## config.mk

```make
export PLATFORM = sky130hd
export DESIGN_NAME = vc_switch_allocator_flat
export DESIGN_NICKNAME = d
export VERILOG_FILES = /design/src/rtl/vc_switch_allocator_pkg.sv /design/src/rtl/vc_switch_allocator_if.sv /design/src/rtl/vc_switch_allocator_rr_arbiter.sv /design/src/rtl/vc_switch_allocator.sv /design/src/flat_wrapper.sv
export SDC_FILE = /design/constraint.sdc
export NUM_CORES = 1
export LEC_CHECK = 0
export BUFFER_PORTS_ARGS = -buffer_cell sky130_fd_sc_hd__buf_2
export CELL_PAD_IN_SITES_DETAIL_PLACEMENT = 2
export CELL_PAD_IN_SITES_GLOBAL_PLACEMENT = 2
export CORE_UTILIZATION = 35
export CTS_CLUSTER_DIAMETER = 120
export DETAILED_ROUTE_END_ITERATION = 8
export PLACE_DENSITY_LB_ADDON = 0.2
export SLEW_MARGIN = 20
export SYNTH_ARGS = -nofsm -noshare
export SYNTH_HDL_FRONTEND = slang
export SYNTH_SLANG_ARGS = --single-unit
```

## constraint.sdc

```tcl
create_clock -name clock -period 11.8 [get_ports clock]
set_clock_uncertainty 0.1 [all_clocks]
set_input_delay 1.18 -clock clock [delete_from_list [all_inputs] [get_ports clock]]
set_output_delay 1.18 -clock clock [all_outputs]
set_load 0.01 [all_outputs]
```

## src/rtl/vc_switch_allocator_pkg.sv

```systemverilog
// Shared types and helpers for the output-port switch allocator.
package vc_switch_allocator_pkg;

  localparam int CFG_W  = 16;
  localparam int STAT_W = 16;

  // Number of bits needed to hold the value 'depth'.
  function automatic int CLogB2(input int depth);
    int r;
    int d;
    r = 0;
    d = depth;
    for (int k = 0; k < 32; k++) begin
      if (d > 0) begin
        r = r + 1;
        d = d >> 1;
      end
    end
    return r;
  endfunction

  typedef enum logic {
    IDLE   = 1'b0,
    LOCKED = 1'b1
  } alloc_state_t;

endpackage

```

## src/rtl/vc_switch_allocator_if.sv

```systemverilog
// Request/grant/credit bundle between the input queues, the downstream
// credit return and the switch allocator.
interface vc_switch_allocator_if #(
  parameter int NINPUTS  = 10,
  parameter int LOG_NVCS = 1
);
  logic [NINPUTS-1:0]          req;
  logic [NINPUTS*LOG_NVCS-1:0] req_vc;
  logic [NINPUTS-1:0]          req_tail;
  logic [NINPUTS-1:0]          grant;
  logic                        grant_valid;
  logic [LOG_NVCS-1:0]         grant_vc;
  logic                        credit_in_valid;
  logic [LOG_NVCS-1:0]         credit_in_vc;

  modport master (
    output req, req_vc, req_tail, credit_in_valid, credit_in_vc,
    input  grant, grant_valid, grant_vc
  );

  modport slave (
    input  req, req_vc, req_tail, credit_in_valid, credit_in_vc,
    output grant, grant_valid, grant_vc
  );
endinterface

```

## src/rtl/vc_switch_allocator_rr_arbiter.sv

```systemverilog
// Combinational round-robin arbiter: first set request scanning upward
// from 'base', wrapping at N, returned as a one-hot vector.
module rr_arbiter #(
  parameter int N  = 10,
  parameter int PW = 4
) (
  input  logic [N-1:0]  req,
  input  logic [PW-1:0] base,
  output logic [N-1:0]  grant
);

  logic [PW:0]   sum;
  logic [PW-1:0] idx;

  // Rotating priority scan; the extra sum bit keeps base+k from wrapping early.
  always_comb begin
    grant = '0;
    sum   = '0;
    idx   = '0;
    for (int k = 0; k < N; k++) begin
      sum = {1'b0, base} + (PW+1)'(k);
      if (sum >= (PW+1)'(N)) sum = sum - (PW+1)'(N);
      idx = sum[PW-1:0];
      if (req[idx] && (grant == '0)) grant[idx] = 1'b1;
    end
  end

endmodule

```

## src/rtl/vc_switch_allocator.sv

```systemverilog
// Credit-aware switch allocator for one router output port.
// Holds the port from head to tail flit, tracks downstream credits per
// output VC, and issues a same-cycle one-hot grant that pops the winner.
// Optional: define SW_ALLOC_STATS_EN to build the stall-cycle counter.
module vc_switch_allocator
  import vc_switch_allocator_pkg::*;
#(
  parameter int NPORTS     = 5,
  parameter int NVCS       = 2,
  parameter int CREDIT_MAX = 4
) (
  input  logic              clock,
  input  logic              reset,
  input  logic              enable,
  input  logic [CFG_W-1:0]  config_in,
  input  logic              config_in_valid,
  output logic [CFG_W-1:0]  config_out,
  output logic              config_out_valid,
  vc_switch_allocator_if.slave bus,
  output logic              is_quiescent,
  output logic              error,
  output logic [STAT_W-1:0] stall_count
);

  localparam int NINPUTS = NPORTS * NVCS;
  localparam int LW      = (NVCS > 1) ? CLogB2(NVCS - 1) : 1;
  localparam int PW      = CLogB2(NINPUTS - 1);
  localparam int CW      = CLogB2(CREDIT_MAX) + 1;

  typedef logic [CW-1:0] cnt_t;

  alloc_state_t               state;
  logic [PW-1:0]              rr_ptr, lock_idx, gidx, next_ptr;
  logic [LW-1:0]              lock_vc;
  cnt_t                       limit, cfg_limit;
  cnt_t [NVCS-1:0]            credit;
  logic [NINPUTS-1:0][LW-1:0] vcs;
  logic [NINPUTS-1:0]         elig, arb_grant, grant_c;
  logic [NVCS-1:0]            inc, dec, ovf;
  logic                       grant_any, grant_tail, vc_err;

  assign vcs = bus.req_vc;

  // A requester is eligible only if its target VC has a credit left.
  always_comb begin
    elig = '0;
    for (int i = 0; i < NINPUTS; i++)
      elig[i] = bus.req[i] && (credit[vcs[i]] != '0);
  end

  rr_arbiter #(.N(NINPUTS), .PW(PW)) u_arb (
    .req   (elig),
    .base  (rr_ptr),
    .grant (arb_grant)
  );

  // Grant select: open arbitration when idle, only the lock holder when locked.
  always_comb begin
    grant_c = '0;
    if (reset && enable) begin
      if (state == IDLE) grant_c = arb_grant;
      else if (elig[lock_idx]) grant_c[lock_idx] = 1'b1;
    end
  end

  // One-hot to index of the granted input.
  always_comb begin
    gidx = '0;
    for (int i = 0; i < NINPUTS; i++)
      if (grant_c[i]) gidx = PW'(i);
  end

  assign grant_any       = |grant_c;
  assign grant_tail      = bus.req_tail[gidx];
  assign next_ptr        = (gidx == PW'(NINPUTS - 1)) ? '0 : gidx + PW'(1);
  assign bus.grant       = grant_c;
  assign bus.grant_valid = grant_any;
  assign bus.grant_vc    = grant_any ? vcs[gidx] : '0;

  // Per-VC credit events; a grant and a return on the same VC cancel out.
  always_comb begin
    dec = '0;
    inc = '0;
    ovf = '0;
    for (int v = 0; v < NVCS; v++) begin
      dec[v] = grant_any && (bus.grant_vc == LW'(v));
      inc[v] = bus.credit_in_valid && (bus.credit_in_vc == LW'(v));
      ovf[v] = inc[v] && !dec[v] && (credit[v] == limit);
    end
  end

  // The locked input must keep targeting the VC its head flit claimed.
  assign vc_err    = (state == LOCKED) && bus.req[lock_idx] && (vcs[lock_idx] != lock_vc);
  assign cfg_limit = (config_in[CW-1:0] == '0) ? cnt_t'(CREDIT_MAX) : config_in[CW-1:0];
  assign is_quiescent = (state == IDLE) && !(|bus.req) && (credit == {NVCS{limit}});

  // Packet lock FSM and round-robin pointer.
  always_ff @(posedge clock or negedge reset) begin
    if (!reset) begin
      state    <= IDLE;
      rr_ptr   <= '0;
      lock_idx <= '0;
      lock_vc  <= '0;
    end else begin
      if (grant_any) begin
        if (grant_tail) begin
          state  <= IDLE;
          rr_ptr <= next_ptr;
        end else begin
          state    <= LOCKED;
          lock_idx <= gidx;
          lock_vc  <= bus.grant_vc;
        end
      end
      if (config_in_valid) state <= IDLE;
    end
  end

  // Credit counters, limit register and sticky error flag.
  always_ff @(posedge clock or negedge reset) begin
    if (!reset) begin
      limit  <= cnt_t'(CREDIT_MAX);
      credit <= {NVCS{cnt_t'(CREDIT_MAX)}};
      error  <= 1'b0;
    end else begin
      if (config_in_valid) begin
        limit  <= cfg_limit;
        credit <= {NVCS{cfg_limit}};
      end else begin
        for (int v = 0; v < NVCS; v++) begin
          if (inc[v] && !dec[v]) begin
            if (credit[v] != limit) credit[v] <= credit[v] + cnt_t'(1);
          end else if (dec[v] && !inc[v]) begin
            credit[v] <= credit[v] - cnt_t'(1);
          end
        end
      end
      if ((|ovf) || vc_err) error <= 1'b1;
    end
  end

  // Config chain forwarding, one cycle of delay.
  always_ff @(posedge clock or negedge reset) begin
    if (!reset) begin
      config_out       <= '0;
      config_out_valid <= 1'b0;
    end else begin
      config_out       <= config_in;
      config_out_valid <= config_in_valid;
    end
  end

`ifdef SW_ALLOC_STATS_EN
  logic [STAT_W-1:0] stall_q;

  // Saturating count of cycles where someone wanted the port but got nothing.
  always_ff @(posedge clock or negedge reset) begin
    if (!reset) stall_q <= '0;
    else if (config_in_valid) stall_q <= '0;
    else if ((|bus.req) && enable && !grant_any && (stall_q != '1))
      stall_q <= stall_q + STAT_W'(1);
  end

  assign stall_count = stall_q;
`else
  assign stall_count = '0;
`endif

endmodule
```

## src/flat_wrapper.sv

```systemverilog
// flat-port wrapper written by rule: the top's interface ports become plain ports
module vc_switch_allocator_flat import vc_switch_allocator_pkg::*;
#(
  parameter int NPORTS     = 5,
  parameter int NVCS       = 2,
  parameter int CREDIT_MAX = 4
)
  (clock, reset, enable, config_in, config_in_valid, config_out, config_out_valid, is_quiescent, error, stall_count, bus_req, bus_req_vc, bus_req_tail, bus_credit_in_valid, bus_credit_in_vc, bus_grant, bus_grant_valid, bus_grant_vc);
  vc_switch_allocator_if bus_i ();
  input  logic clock;
  input  logic reset;
  input  logic enable;
  input  logic [CFG_W-1:0] config_in;
  input  logic config_in_valid;
  output logic [CFG_W-1:0] config_out;
  output logic config_out_valid;
  output logic is_quiescent;
  output logic error;
  output logic [STAT_W-1:0] stall_count;
  input wire logic [$bits(bus_i.req)-1:0] bus_req;
  input wire logic [$bits(bus_i.req_vc)-1:0] bus_req_vc;
  input wire logic [$bits(bus_i.req_tail)-1:0] bus_req_tail;
  input wire logic [$bits(bus_i.credit_in_valid)-1:0] bus_credit_in_valid;
  input wire logic [$bits(bus_i.credit_in_vc)-1:0] bus_credit_in_vc;
  output wire logic [$bits(bus_i.grant)-1:0] bus_grant;
  output wire logic [$bits(bus_i.grant_valid)-1:0] bus_grant_valid;
  output wire logic [$bits(bus_i.grant_vc)-1:0] bus_grant_vc;
  assign bus_i.req = bus_req;
  assign bus_i.req_vc = bus_req_vc;
  assign bus_i.req_tail = bus_req_tail;
  assign bus_i.credit_in_valid = bus_credit_in_valid;
  assign bus_i.credit_in_vc = bus_credit_in_vc;
  assign bus_grant = bus_i.grant;
  assign bus_grant_valid = bus_i.grant_valid;
  assign bus_grant_vc = bus_i.grant_vc;
  vc_switch_allocator #(.NPORTS(NPORTS), .NVCS(NVCS), .CREDIT_MAX(CREDIT_MAX)) u_core (.clock(clock), .reset(reset), .enable(enable), .config_in(config_in), .config_in_valid(config_in_valid), .config_out(config_out), .config_out_valid(config_out_valid), .bus(bus_i), .is_quiescent(is_quiescent), .error(error), .stall_count(stall_count));
endmodule
```

### After elaboration in Yosys (flattened, before gate mapping)

Cells that the tools add are included.

| word-level totals | value |
|---|---|
| output and inout port bits | 47 |
| input port bits | 52 |
| logic and storage cells | 297 |
| bits in registers | 40 |

| cells by class | value |
|---|---|
| equality and inequality tests | 9 |
| mux-type cells | 117 |
| bitwise gates (word level) | 13 |
| $lt $le $gt $ge | 43 |
| reductions and logical operators | 81 |
| add/sub/neg operators | 24 |

Operators by type and width:

| cell | number |
|---|---|
| $mux W4 | 40 |
| $mux W10 | 13 |
| $logic_not A10 Y1 | 9 |
| $or A10 B10 Y10 | 9 |
| $bmux W1 S4 | 15 |
| $lt A4 B5 Y1 const B | 12 |
| $ge A5 B4 Y1 const B | 9 |
| $logic_and A1 B1 Y1 | 45 |
| $demux W1 S4 | 11 |
| $ge A4 B1 Y1 const B | 11 |
| $reduce_bool A4 Y1 | 10 |
| $sub A4 B4 Y4 const B | 10 |
| $mux W1 | 31 |
| $add A4 B3 Y5 const B | 4 |
| $lt A1 B2 Y1 const B | 10 |
| $reduce_or A10 Y1 | 2 |
| $add A4 B1 Y4 const B | 3 |
| $mux W3 | 4 |
| $add A4 B2 Y5 const B | 2 |
| $add A4 B4 Y5 const B | 2 |
| $eq A4 B4 Y1 | 2 |
| $eq A8 B8 Y1 | 1 |
| $mux W8 | 1 |
| $ne A4 B4 Y1 | 2 |
| 15 further kinds | 29 |

### Depth between registers and ports, before layout

| depth | value |
|---|---|
| depth after elaboration | 55 |
| depth in mapped cells | 44 |
| gate-level depth less buffers | 36 |

### Hierarchy

Synthesis repeated with hierarchy kept, for this count alone.

| unflattened totals | value |
|---|---|
| cell total of the unflattened synthesis | 1021 |
| area total of the unflattened synthesis | 7706.1 um^2 |

Modules (own cells, without submodules):

| module | area each (um^2) | sequential area each (um^2) | times used | cells an instance |
|---|---|---|---|---|
| rr_arbiter | 4383.0 | 0.0 | 1 | 668 |
| vc_switch_allocator | 3323.2 | 1004.7 | 1 | 353 |

### Worst setup path before layout

Ideal clock, no wire load.

| path | value |
|---|---|
| path type | register to register |
| start point | reg u_core.rr_ptr[0] |
| end point | reg u_core.credit[7] in the netlist's numbering |
| stages on the path, launching flop included | 41 |
| setup slack | 1.852 ns |
| arrival time | 9.718 ns |
| period minus slack after synthesis | 9.948 ns |
| library setup time | 0.130 ns |
| data required time | 11.570 ns |
| path buffers | 9 |
| cell sequence | dfrtp_1 > buf_2 > buf_6 > clkinv_1 > clkbuf_1 > clkbuf_1 > buf_1 > ha_1 > clkbuf_1 > inv_2 > ha_1 > clkbuf_1 > nand2_1 > or4_1 > o311ai_1 > nand2_1 > or3_1 > mux2i_2 > [5 not listed] > a2111o_1 > or3_1 > nor4_4 > nand3_1 > a311o_1 > a2111o_1 > or4_1 > buf_2 > nor4b_4 > or2_4 > ha_1 > a21o_1 > a21o_1 > a21oi_1 > nand2_1 > o21ai_1 > xnor2_1 > o21ai_1 |

| between the ends | value |
|---|---|
| elaborated cells between the ends (all ways) | 170 |
| classes of those cells | add/sub: 19; order compare: 30; eq/ne: 1; mux: 76; bitwise: 9; reduce/logical: 35 |

RTL lines:

| element | RTL line | source |
|---|---|---|
| start: declaration | vc_switch_allocator.sv:33 | `logic [PW-1:0] rr_ptr, lock_idx, gidx, next_ptr;` |
| start signal: assignment | vc_switch_allocator.sv:108 | `rr_ptr <= next_ptr;` |
| branches (longest 33 deep; another with $add A4 B1 Y5) | -- |  |
| $mux W10 * | vc_switch_allocator_rr_arbiter.sv:24 | `if (req[idx] && (grant == '0)) grant[idx] = 1'b1;` |
| $mux W10 * | vc_switch_allocator.sv:61 | `if (state == IDLE) grant_c = arb_grant;` |
| $mux W10 * | vc_switch_allocator.sv:60 | `if (reset && enable) begin` |
| $reduce_or A10 Y1 * | vc_switch_allocator.sv:73 | `assign grant_any = \|grant_c;` |
| via bus_grant_valid | flat_wrapper.sv:26 | `output wire logic [$bits(bus_i.grant_valid)-1:0] bus_grant_valid;` |
| $mux W1 * | vc_switch_allocator.sv:78 | `assign bus.grant_vc = grant_any ? vcs[gidx] : '0;` |
| via bus_grant_vc | flat_wrapper.sv:27 | `output wire logic [$bits(bus_i.grant_vc)-1:0] bus_grant_vc;` |
| $logic_and A1 B1 Y1 * | vc_switch_allocator.sv:86 | `dec[v] = grant_any && (bus.grant_vc == LW'(v));` |
| $logic_not A1 Y1 | vc_switch_allocator.sv:131 | `if (inc[v] && !dec[v]) begin` |
| $logic_and A1 B1 Y1 | vc_switch_allocator.sv:131 |  |
| $ne A3 B3 Y1 (no line), or another cell as far along | -- |  |
| $reduce_and A2 Y1 (no line) / $mux W8 (equally long branches) | -- |  |
| end signal: assignment | vc_switch_allocator.sv:123 | `credit <= {NVCS{cnt_t'(CREDIT_MAX)}};` |
| end signal: assignment | vc_switch_allocator.sv:128 | `credit <= {NVCS{cfg_limit}};` |
| end signal: indexed assignment | vc_switch_allocator.sv:134 | `credit[v] <= credit[v] - cnt_t'(1);` |
| end: declaration | vc_switch_allocator.sv:36 | `cnt_t [NVCS-1:0] credit;` |

Mark *: on every way through the listed nets, which the timed path passes. The select of a mux whose other input is x is not followed.
A chain may end at the register's enable or synchronous reset.

### Worst setup path after layout

| path | value |
|---|---|
| start point | reg u_core.rr_ptr[0] |
| end point | reg u_core.credit[7] in the netlist's numbering |

| between the ends | value |
|---|---|
| cells in the longest elaborated chain, start to end | 53 |
| elaborated cells between the ends (all ways) | 170 |
| classes of those cells | add/sub: 19; order compare: 30; eq/ne: 1; mux: 76; bitwise: 9; reduce/logical: 35 |

RTL lines:

| element | RTL line | source |
|---|---|---|
| branches (longest 33 deep; another with $add A4 B1 Y5) | -- |  |
| $mux W10 * | vc_switch_allocator_rr_arbiter.sv:24 |  |
| $mux W10 * | vc_switch_allocator.sv:61 |  |
| $mux W10 * | vc_switch_allocator.sv:60 |  |
| $mux W1 | vc_switch_allocator.sv:70 | `if (grant_c[i]) gidx = PW'(i);` |
| $mux W2 (2 in a row) | vc_switch_allocator.sv:70 |  |
| $mux W3 (4 in a row) | vc_switch_allocator.sv:70 |  |
| $mux W4 (2 in a row) | vc_switch_allocator.sv:70 |  |
| $bmux W1 S4 | vc_switch_allocator.sv:78 |  |
| $mux W1 (implied by the code) | vc_switch_allocator.sv:78 |  |
| $mux W1 | vc_switch_allocator.sv:78 |  |
| $logic_and A1 B1 Y1 * | vc_switch_allocator.sv:86 |  |
| $logic_not A1 Y1 | vc_switch_allocator.sv:131 |  |
| $logic_and A1 B1 Y1 | vc_switch_allocator.sv:131 |  |
| $ne A3 B3 Y1 (no line), or another cell as far along | -- |  |
| $reduce_and A2 Y1 (no line) / $mux W8 (equally long branches) | -- |  |

Every way passes the cells marked *. The select of a mux whose other input is x is not followed.

==> impl_metrics.csv <==
group,metric,value,unit
outcome,outcome,"completed",
clocking,cts.repair.resized,0,
timing,tns,0,ns
clocking,cts_max_path_buffers,2,
finish,finish.net_count,1136,
global_route,grt_pass1_wl,52300,um
timing,timing.final.crit_share,93.7,%
drt,via_per_inst,6.35,
global_route,initial_antenna_violation_count,1,
min_path,min-delay-start,"u_core.lock_vc",
global_route,grt_pass1_vias,8834,
clocking,cts_inserted_buffers,5,
worst_setup_path,crit-reg2reg-launch,"u_core.rr_ptr[0]",
finish,areaGrowthSynthToFinish,9.44,%
worst_setup_path,count_of_cells_along_the_worst_register_to_register_path,35,
die,die_width,148,um
finish,share_of_cells_above_drive_strength_1,16.2,%
die,std_cell_rows,52,
synth,ys.warnings.count,0,
flow_run,maximum_capacitance_violations,0,
finish,mostFrequentLayoutCells,"92 x sky130_fd_sc_hd__nand2_1, 89 x sky130_fd_sc_hd__nor2_1, 82 x sky130_fd_sc_hd__buf_2, 62 x sky130_fd_sc_hd__a21oi_1, 61 x sky130_fd_sc_hd__o21ai_0",
synth,asyncSetResetFlopFracSynth,100,%
drt,drt.antenna.violating_nets,0,
clocking,post_cts_hold_buffer_count,0,
clocking,clk-insertion-delay-late,0.29,ns
die,floorplan.die_area,21800,um^2
timing,finalHoldViolCount,0,
drt,dr_total_vias,8422,
clocking,ctsHtreeMaxLevel,2,
synth,leading_cell_types_by_total_area_after_synthesis,"sky130_fd_sc_hd__dfrtp_1 12%, sky130_fd_sc_hd__nand2_1 4.7%, sky130_fd_sc_hd__mux2i_1 4.6%",
worst_setup_path,ff2ff_setup_slack,0.74,ns
die,boundaryPins,99,
clocking,tritoncts,"built",
drt,route.final.wire_length,33600,um
synth,synth_seq_area_share,13.5,%
die,floorplan_die_height,148,um
worst_setup_path,timing.critical_path.slowest_cell_delay,0.73,ns
clocking,cts.sink_count,40,
global_route,gr-total-overflow,0,
drt,first_iter_violations,498,
clocking,root_buffer,"sky130_fd_sc_hd__clkbuf_16",
place,half_perimeter_wire_length_of_the_detailed_placement_result,26800,um
min_path,holdCritPathClass,"reg2reg",
drt,drt_drc_violations_left,0,
synth,synth-edff-count,0,
global_route,track_usage,30.8,%
place,io_buffer_count,82,
finish,layout.cells.most_common,"sky130_fd_sc_hd__nand2_1",
place,finalWeightedCongestion,0.896,
timing,post-route-min-period,11.06,ns
worst_setup_path,worstSetupStartpointType,"flop",
synth,yosys_register_bits,40,
synth,commonest_register_cell_after_synthesis,"sky130_fd_sc_hd__dfrtp_1",
timing,slew-limit-headroom,25.8,%
worst_setup_path,cp_slowest_cell,"sky130_fd_sc_hd__xnor2_1",
worst_setup_path,cp_max_fo,51,
die,start_util,36.2,%
timing,setup_viol,0,
synth,netlist_instances,998,
synth,post_synthesis_instance_area,7420,um^2
worst_setup_path,critPathKind,"reg2reg",
synth,syn-mean-instance-area,7.44,um^2
min_path,worst_hold_depth,1,
clocking,post-cts-setup-buffer-count,0,
die,core_area,20500,um^2
min_path,worstHoldEndpoint,"u_core.lock_vc",
clocking,clkTransAtPathRegs,0.06,ns
worst_setup_path,crit-reg2reg-capture,"u_core.credit[7]",
synth,synthDominantCellAreaShare,12.5,%
drt,drt_pass1_iterations,5,
timing,max_slew.worst_pin.slew,1.11,ns
timing,fmax,90.4,MHz
global_route,grt_max_degree,52,
drt,detail_route.wl_per_cell,25.4,um
worst_setup_path,critPathLaunch,"u_core.rr_ptr[0]",
synth,post-synth-top-area-cell,"sky130_fd_sc_hd__dfrtp_1",
timing,rsz0062_at_grt,"no",
synth,number_of_distinct_library_cell_variants_in_the_gate_level_netlist_after_synthesis,114,
worst_setup_path,critical_path.endpoint_type,"flop",
timing,report.final.slew_viol_count,0,
worst_setup_path,cp_arrival,11.12,ns
worst_setup_path,required_time_of_the_critical_path,11.86,ns
## kinds of logic after synthesis
| group | count (synthesis) | synth area share, % |
|---|---|---|
| AND/OR/NAND/NOR | 394 | 28.8 |
| AO/OA/AOI/OAI | 349 | 34.0 |
| buffers and inverters | 99 | 6.49 |
| multiplexers | 48 | 7.39 |
| flip-flops | 40 | 13.5 |
| XOR/XNOR | 37 | 4.37 |
| adder cells (fa/ha/maj) | 30 | 5.36 |
| other | 1 | 0.0505 |
## synth_stat cells (18+ instances only)
master	n
sky130_fd_sc_hd__ha_1	27
sky130_fd_sc_hd__dfrtp_1	37
sky130_fd_sc_hd__mux2i_1	34
sky130_fd_sc_hd__o21ai_0	61
sky130_fd_sc_hd__a21oi_1	62
sky130_fd_sc_hd__nand2b_1	23
sky130_fd_sc_hd__clkbuf_1	18
sky130_fd_sc_hd__a211oi_1	18
sky130_fd_sc_hd__o22ai_1	20
sky130_fd_sc_hd__nand3_1	32
sky130_fd_sc_hd__nand2_1	92
sky130_fd_sc_hd__nor2_1	89
sky130_fd_sc_hd__inv_1	35
sky130_fd_sc_hd__nor3_1	39
sky130_fd_sc_hd__xnor2_1	34
## routing by layer
layer	wire length [um]	up-vias	GRT usage, %	part of all wire [%]
met5	0	-	0	0
met1	15300	4243	41.9	46
met2	15500	246	50.3	46
met4	982	0	9.64	2.9
li1	-	3872	-	-
met3	1810	61	4.29	5.4
## metrics by stage
stage	instances	utilization (%)	area (um^2)	setup slack, ns	hold WS [ns]
after floorplan	1013	-	7480	1.85	0.383
after global placement	1317	38.9	7980	1.12	0.395
after detailed placement	1317	38.9	7980	0.797	0.397
after CTS	1325	39.6	8120	0.761	0.459
after global routing	1325	39.6	8120	0.102	0.471
final	1326	39.6	8120	0.741	0.463
## state kept, by name, indices dropped and copies added (netlist names)
name,flops
u_core.lock_vc,1
u_core.limit,4
u_core.credit,8
u_core.lock_idx,4
u_core.error,1
u_core.config_out_valid,1
u_core.config_out,16
u_core.rr_ptr,4
u_core.state,1
## worst max-delay path, delay by kind of cell (launching register included)
kind,cells,cell delay [ns]
AO/OA/AOI/OAI,16,4.18
XOR/XNOR,3,1.20
adder cells (fa/ha/maj),3,0.94
buffers and inverters,5,1.28
flip-flops,1,0.38
multiplexers,1,0.41
AND/OR/NAND/NOR,7,2.40
## area by class of cell
| class | instances | area (um^2) |
|---|---|---|
| fillers | 2521 | 12400 |
| multi-input cells | 874 | 5990 |
| flip-flops and latches | 40 | 1010 |
| repair buffers | 93 | 493 |
| well taps | 270 | 338 |
| inverters | 40 | 150 |
| clock buffers | 6 | 129 |
| clock inverters | 2 | 12.5 |
| diodes | 1 | 2.50 |
## worst max-delay path by stage
stage,cells past startpoint,slack (ns),to
after global placement,35,1.12,u_core.credit[7]
after global routing,35,0.10,u_core.credit[7]
after CTS,35,0.76,u_core.credit[7]
final,35,0.74,u_core.credit[7]
after detailed placement,35,0.80,u_core.credit[7]
after floorplan,40,1.85,u_core.credit[7]
Power is left out: the tool's default activity adds up to more than one toggle a clock period on the data nets, which glitch-free logic cannot reach.
